`src/rtl/cpu_control.sv`:
```
// Multi-cycle instruction sequencer: fetch, decode, execute / load-wait, halt.
// Optional branch support (BEQ/JMP and the flags register) is enabled by CPU_CONTROL_BRANCH_EN.
module cpu_control #(
    parameter int INSTRUCTION_WIDTH = 32,
    parameter int PC_WIDTH          = 8,
    parameter int ALU_CONTROL_SIZE  = 4
) (
    input  logic                         clk,
    input  logic                         rst_n,
    output logic                         imem_req,
    output logic [PC_WIDTH-1:0]          imem_addr,
    input  logic                         imem_ack,
    input  logic [INSTRUCTION_WIDTH-1:0] imem_rdata,
    output logic                         dmem_req,
    input  logic                         dmem_ack,
    input  logic [3:0]                   alu_flags,
    output logic [INSTRUCTION_WIDTH-1:0] instruction,
    output logic                         write_enable,
    output logic                         data_control,
    output logic [ALU_CONTROL_SIZE-1:0]  control,
    output logic [PC_WIDTH-1:0]          pc,
    output logic                         halted
);

    typedef enum logic [2:0] {
        S_FETCH   = 3'd0,
        S_DECODE  = 3'd1,
        S_EXECUTE = 3'd2,
        S_MEMWAIT = 3'd3,
        S_HALT    = 3'd4
    } state_t;

    state_t                         state_reg;
    logic [PC_WIDTH-1:0]            pc_reg;
    logic [INSTRUCTION_WIDTH-1:0]   ir_reg;

    logic [3:0]          opcode;
    logic                is_alu;
    logic                is_load;
    logic                is_halt;
    logic                branch_take;
    logic [PC_WIDTH-1:0] branch_target;

    assign opcode        = ir_reg[INSTRUCTION_WIDTH-1 -: 4];
    assign is_alu        = ~opcode[3];
    assign is_load       = (opcode == 4'h8);
    assign is_halt       = (opcode == 4'hF);
    assign branch_target = ir_reg[PC_WIDTH-1:0];

`ifdef CPU_CONTROL_BRANCH_EN
    logic [3:0] flags_reg;
    logic       unused_flags;

    // Z is the only flag the sequencer consumes; N, C and V are kept for completeness.
    assign branch_take  = (opcode == 4'hA) || ((opcode == 4'h9) && flags_reg[2]);
    assign unused_flags = ^{flags_reg[3], flags_reg[1:0]};

    always_ff @(posedge clk or negedge rst_n) begin
        if (!rst_n) begin
            flags_reg <= '0;
        end else if (state_reg == S_EXECUTE) begin
            flags_reg <= alu_flags;
        end
    end
`else
    logic unused_flags;

    assign branch_take  = 1'b0;
    assign unused_flags = ^alu_flags;
`endif

    always_ff @(posedge clk or negedge rst_n) begin
        if (!rst_n) begin
            state_reg <= S_FETCH;
            pc_reg    <= '0;
            ir_reg    <= '0;
        end else begin
            case (state_reg)
                S_FETCH: begin
                    if (imem_ack) begin
                        ir_reg    <= imem_rdata;
                        pc_reg    <= pc_reg + PC_WIDTH'(1);
                        state_reg <= S_DECODE;
                    end
                end
                S_DECODE: begin
                    if (is_halt) begin
                        state_reg <= S_HALT;
                    end else if (is_alu) begin
                        state_reg <= S_EXECUTE;
                    end else if (is_load) begin
                        state_reg <= S_MEMWAIT;
                    end else begin
                        // BEQ, JMP and NOP all return straight to fetch.
                        if (branch_take) begin
                            pc_reg <= branch_target;
                        end
                        state_reg <= S_FETCH;
                    end
                end
                S_EXECUTE: state_reg <= S_FETCH;
                S_MEMWAIT: begin
                    if (dmem_ack) begin
                        state_reg <= S_FETCH;
                    end
                end
                S_HALT:    state_reg <= S_HALT;
                default:   state_reg <= S_FETCH;
            endcase
        end
    end

    // Strobes decode straight from the state register; only the load write follows dmem_ack.
    assign imem_req     = (state_reg == S_FETCH);
    assign imem_addr    = pc_reg;
    assign pc           = pc_reg;
    assign instruction  = ir_reg;
    assign dmem_req     = (state_reg == S_MEMWAIT);
    assign data_control = (state_reg == S_MEMWAIT) && dmem_ack;
    assign write_enable = (state_reg == S_EXECUTE) || data_control;
    assign control      = (state_reg == S_EXECUTE) ? ALU_CONTROL_SIZE'(opcode) : '0;
    assign halted       = (state_reg == S_HALT);

endmodule

```
`config.mk`:
```
export PLATFORM = sky130hd
export DESIGN_NAME = cpu_control
export DESIGN_NICKNAME = d
export VERILOG_FILES = /design/src/rtl/cpu_control.sv
export SDC_FILE = /design/constraint.sdc
export NUM_CORES = 1
export LEC_CHECK = 0
export CAP_MARGIN = 20
export CORE_MARGIN = 2
export CORE_UTILIZATION = 39
export DETAILED_ROUTE_END_ITERATION = 10
export PLACE_DENSITY = 0.8
export SYNTH_ARGS = -nofsm -noshare
export SYNTH_HDL_FRONTEND = slang
export SYNTH_SLANG_ARGS = --single-unit
```
`constraint.sdc`:
```
create_clock -name clk -period 1.8 [get_ports clk]
set_clock_uncertainty 0.2 [all_clocks]
set_input_delay 0.36 -clock clk [delete_from_list [all_inputs] [get_ports clk]]
set_output_delay 0.36 -clock clk [all_outputs]
set_load 0.02 [all_outputs]
```
# Word-level counts from Yosys, hierarchy flattened
# Cells that the tools add are included.
# Widths: inputs -> output; s select.
# totals
input_bits	40
rom_bits	0
ram_bits	0
mem_count	0
reg_bits	43
output_inout_bits	57
latch_bits	0
# op_classes
n_reduce_logical	5
multipliers	0
n_div	0
mux	7
n_addsub	1
n_shift	0
order_cmp	0
eq_ne	8
n_bitwise	0
# ops
cell	count
$pmux 3 s4	1
$mux 3	3
$add 8x1->8 const B	1
$eq 4x4->1 const B	2
$eq 3x2->1 const B	2
$mux 2	2
$mux 4	1
$ne 2x1->1 const B	2
$reduce_and 2->1	2
$eq 3x1->1 const B	1
$eq 3x3->1 const B	1
$logic_not 3->1	1
$logic_and 1x1->1	1
$logic_or 1x1->1	1

# Depth between registers and ports, before layout
# logic_depth
ltp_word	5
mapped_depth	5
ltp_nobuf	3

# Worst setup path after synthesis
# No wires, ideal clock.
# synth_path
path_type	register -> output
startpoint	register state_reg[1]
endpoint	output data_control
stages_incl_launch_ff	4
path_buffers	1
t_required_ps	1240
arrival_time_ps	1462
setup_slack_ps	-222
cell_sequence	dfrtp_1 -> buf_2 -> nor3b_1 -> and2_1
# synth_via
elab_chain_len	2
# synth_lines
element	line	source
start, declared	33	state_t state_reg;
start signal, assigned	74	state_reg <= S_FETCH;
start signal, assigned	83	state_reg <= S_DECODE;
start signal, assigned	88	state_reg <= S_HALT;
$eq 3x2->1	n/a	
via dmem_req	14	output logic dmem_req,
$logic_and 1x1->1	119	assign data_control = (state_reg == S_MEMWAIT) && dmem_ack;
end, declared	19	output logic data_control,
# The timed path passes the listed nets, and every way through them passes these cells.

# Worst setup path after layout
# layout_path
startpoint	register state_reg[1]
endpoint	register pc_reg[5], in the netlist imem_addr[5]
# layout_via
elab_chain_len	2
# layout_lines
element	line	source
$logic_not 3->1	78	case (state_reg)
$reduce_and 2->1 (no source line)	n/a	
end signal, assigned	82	pc_reg <= pc_reg + PC_WIDTH'(1);
end signal, assigned	96	pc_reg <= branch_target;
end, declared	34	logic [PC_WIDTH-1:0] pc_reg;
# No other way between the ends.
# A chain may end at the register's enable or synchronous reset.

==> key figures <==
Hold path
  • Origin of the worst min-delay path: dmem_ack
  • Hold path cells: 2
  • Worst min path class: primary input to flip-flop
  • Hold EP: state_reg[1]$_DFFE_PN0P_

STA
  • Worst relative slew slack: between 60% and 70%
  • Maximum operating frequency: approximately 0.5 GHz
  • Share of the cycle needed by the critical path after routing: 111%
  • Setup ws final: -0.193 ns
  • Count of final setup violators: 47
  • Clock period minus worst slack: 1.99 ns
  • Final hold vios: 0
  • Setup Total Neg Slack: -4.85 ns
  • RSZ-0062 raised after global routing: true
  • Slew @ Worst Pin: approximately 0.52 ns
  • Number of slew-limit violations in the final report: 0

Power and ir drop
  • Static Leak: about 1.6 nW
  • Cell area power density: approximately 1800 nW/um2
  • IR Drop Worst-Case VDD: ~950 uV
  • Pwr Total: around 5.8 mW

Clock network
  • Clock root buffer: sky130_fd_sc_hd__clkbuf_8
  • Clock tree from TritonCTS: built
  • Clk sinks: 43
  • Clock slew seen by the registers of the worst setup and hold paths: 0.08 ns
  • Number of buffers created by CTS: 5
  • Clock network latency to the later pin of the worst-skew pair: ~0.30 ns
  • Largest buffer count on any clock path: 2
  • H-tree depth reported by CTS: 2

Outcome
  • Failing checks: setup timing
  • Result of the run: finished, violations left

Routing
  • Vias after detailed routing: approximately 1,500
  • Count of antenna-violating nets left after detailed routing: 0
  • DR DRC count: 0
  • Drt pass-1 iters: 6
  • DR vias/cell: slightly above 5
  • First DRT Iteration DRCs: 33
  • Average wire per standard cell: around 18 um
  • Routed Wire Length: between 5000 and 6000 um

Run
  • # Max-Cap Violations: 0

Worst setup path
  • Data required time at the worst endpoint: approximately 1.8 ns
  • Peak fanout along the critical path: 7
  • Worst r2r path cells: 9
  • WS Path Type: flip-flop to flip-flop
  • Slack of the worst reg-to-reg path: -0.19 ns
  • Startpoint class of the critical path: flip-flop
  • RR Startpoint: state_reg[1]$_DFFE_PN0P_
  • Type of destination of the critical path: flip-flop
  • Worst reg2reg path endpoint: imem_addr[5]$_DFFE_PN0P_
  • Arrival time worst endpoint: 1.98 ns

Logic synthesis
  • Cell accounting for the most synthesized area: sky130_fd_sc_hd__dfrtp_1
  • Sequential-to-total area share from yosys stat: 58.6%
  • Area share of the leading cell type in the synthesized netlist: between 50 and 60%
  • Most numerous cell types in the synthesized netlist: sky130_fd_sc_hd__dfrtp_1, sky130_fd_sc_hd__mux2_2, sky130_fd_sc_hd__buf_4
  • Dominant cell by count in the synthesized netlist: sky130_fd_sc_hd__dfrtp_1
  • Warning count from the yosys run: 0
  • Number of nets produced by synthesis: between 150 and 200
  • Number of distinct library cells after synthesis: 24
  • Proportion of register bits with asynchronous set or reset after synthesis: 100%
  • Average cell area after synthesis: ~14 um2
  • Instance count of the mapped netlist: 130
  • Top cells by area in the synthesized netlist: sky130_fd_sc_hd__dfrtp_1, sky130_fd_sc_hd__mux2_2, sky130_fd_sc_hd__buf_4, sky130_fd_sc_hd__xnor2_1, sky130_fd_sc_hd__and2_1
  • Primary flip-flop cell chosen by synthesis mapping: sky130_fd_sc_hd__dfrtp_1
  • Cell area after technology mapping: 1840 um2
  • Number of enable-type register cells in the synthesized netlist: 0
  • Synth Register Bits: 43

Placement
  • Sum of net half-perimeters after detailed placement: about 3100 um
  • Worst setup slack before clock tree synthesis: -0.457 ns
  • Cell area after placement: between 2000 and 3000 um2
  • Global placer's final weighted congestion: between 0.7 and 0.8
  • Port buffer count: about 90

Die
  • Std-Cell Rows: 24
  • Total die area: 5270 um2
  • Num ports: 97
  • Vertical die dimension: approximately 73 um
  • Initial Utilization: around two fifths
  • Horizontal die dimension: just over 70 um
  • Floorplan core area: 4440 um2

Global route
  • Via count of the first global-routing pass: around 1,600
  • Number of antenna violations at the first check in global routing: 0
  • Total grt overflow: 0
  • Largest net degree at the start of global routing: 44
  • Wire length of the first global-routing pass: 8290 um
  • Global routing usage summed across all routing layers: 21.1%

Finish
  • Final layout net count: about 280
  • Area Overhead vs Synth: 74.8%
  • Area of the multi-input gates: roughly 800 um2
  • Share of layout cells above drive strength 1: a little over a third
  • Number of fill cells: 310
  • Flip-flop count of the largest register, all copies and words added: 32
  • Fin area: between 3000 and 4000 um2
  • Sequential cell area in the final layout: 1080 um2
  • Count of inserted antenna diode cells: 0
-- cells in the final DEF, fill, tap and decap left out, types with 3 or more instances in the layout --
cell,instances
sky130_fd_sc_hd__buf_6,12
sky130_fd_sc_hd__clkbuf_8,5
sky130_fd_sc_hd__mux2_4,29
sky130_fd_sc_hd__dfrtp_1,42
sky130_fd_sc_hd__buf_12,3
sky130_fd_sc_hd__xnor2_1,5
sky130_fd_sc_hd__buf_4,18
sky130_fd_sc_hd__nor3b_2,3
sky130_fd_sc_hd__dlygate4sd2_1,49
sky130_fd_sc_hd__clkdlybuf4s50_1,33
sky130_fd_sc_hd__mux2_2,4
sky130_fd_sc_hd__and2_4,4
sky130_fd_sc_hd__nand4_1,5
sky130_fd_sc_hd__nand2_1,3
-- cells by family after synthesis --
kind of cell,count (synthesis),synth area share (%)
DFF,43,58.6
muxes,33,20.2
and+or+nand+nor,27,9.82
buffers and inverters,15,5.66
xor gates and xnor gates,7,3.34
AOI/OAI and AO/OA,4,1.64
adders and majority gates,1,0.682
-- worst max path at each step --
stage	end	depth (start not counted)	slack, ns	from
6_report	imem_addr[5]$_DFFE_PN0P_	9	-0.19	state_reg[1]$_DFFE_PN0P_
5_1_grt	imem_addr[6]$_DFFE_PN0P_	9	-0.27	state_reg[1]$_DFFE_PN0P_
4_1_cts	imem_addr[6]$_DFFE_PN0P_	9	-0.16	state_reg[1]$_DFFE_PN0P_
3_5_place_dp	write_enable	5	-0.46	dmem_ack
3_3_place_gp	write_enable	5	-0.45	dmem_ack
2_1_floorplan	data_control	3	0.01	state_reg[0]$_DFFE_PN0P_
-- cell type report --
cell class | instances | share of cell area, %
timing repair buffer | 120 | 36.5
clock buffer | 7 | 2.38
inverter | 1 | 0.117
multi-input combinational | 72 | 25.2
tap | 52 | 2.03
clock inverter | 1 | 0.156
sequential | 43 | 33.6
-- per-stage QoR --
step | utilization, % | instances | hold slack [ns]
2_1_floorplan | - | 130 | -0.136
3_3_place_gp | 64.5 | 276 | 0.153
3_5_place_dp | 64.5 | 276 | 0.154
4_1_cts | 71.4 | 295 | 0.211
5_1_grt | 72.2 | 296 | 0.249
6_report | 72.2 | 296 | 0.246
-- worst max-delay path: stages, from the launching register on --
cell and delay (ns):
sky130_fd_sc_hd__dfrtp_1 0.40, sky130_fd_sc_hd__buf_6 0.14, sky130_fd_sc_hd__buf_6 0.11, sky130_fd_sc_hd__nor4b_4 0.28
sky130_fd_sc_hd__buf_4 0.18, sky130_fd_sc_hd__buf_12 0.10, sky130_fd_sc_hd__buf_8 0.11, sky130_fd_sc_hd__buf_6 0.11
sky130_fd_sc_hd__nand4_1 0.10, sky130_fd_sc_hd__xnor2_1 0.15
-- repair_timing --
action | in CTS | in global routing
endpoints found under the hold margin | 43 | 0
hold buffers | 1 | 0
buffers inserted | 9 | 4
gates cloned | 2 | 1
gates resized for setup | 141 | 13
setup endpoints to repair | 96 | 50
pin swaps | 6 | 6
-- layer usage --
| layer | part of all wire (%) | GRT usage [%] | up-vias |
|---|---|---|---|
| li1 | - | - | 675 |
| met1 | 38 | 24.9 | 739 |
| met2 | 51 | 33.9 | 69 |
| met3 | 8.6 | 8.01 | 9 |
| met4 | 2.0 | 9.88 | 0 |
| met5 | 0 | 0 | - |
-- where the power goes --
part | switching (mW) | internal, mW
combinational | 1.59 | 1.80
clock | 0.332 | 0.273
sequential | 0.333 | 1.43
(Power assumes the default switching activity.)
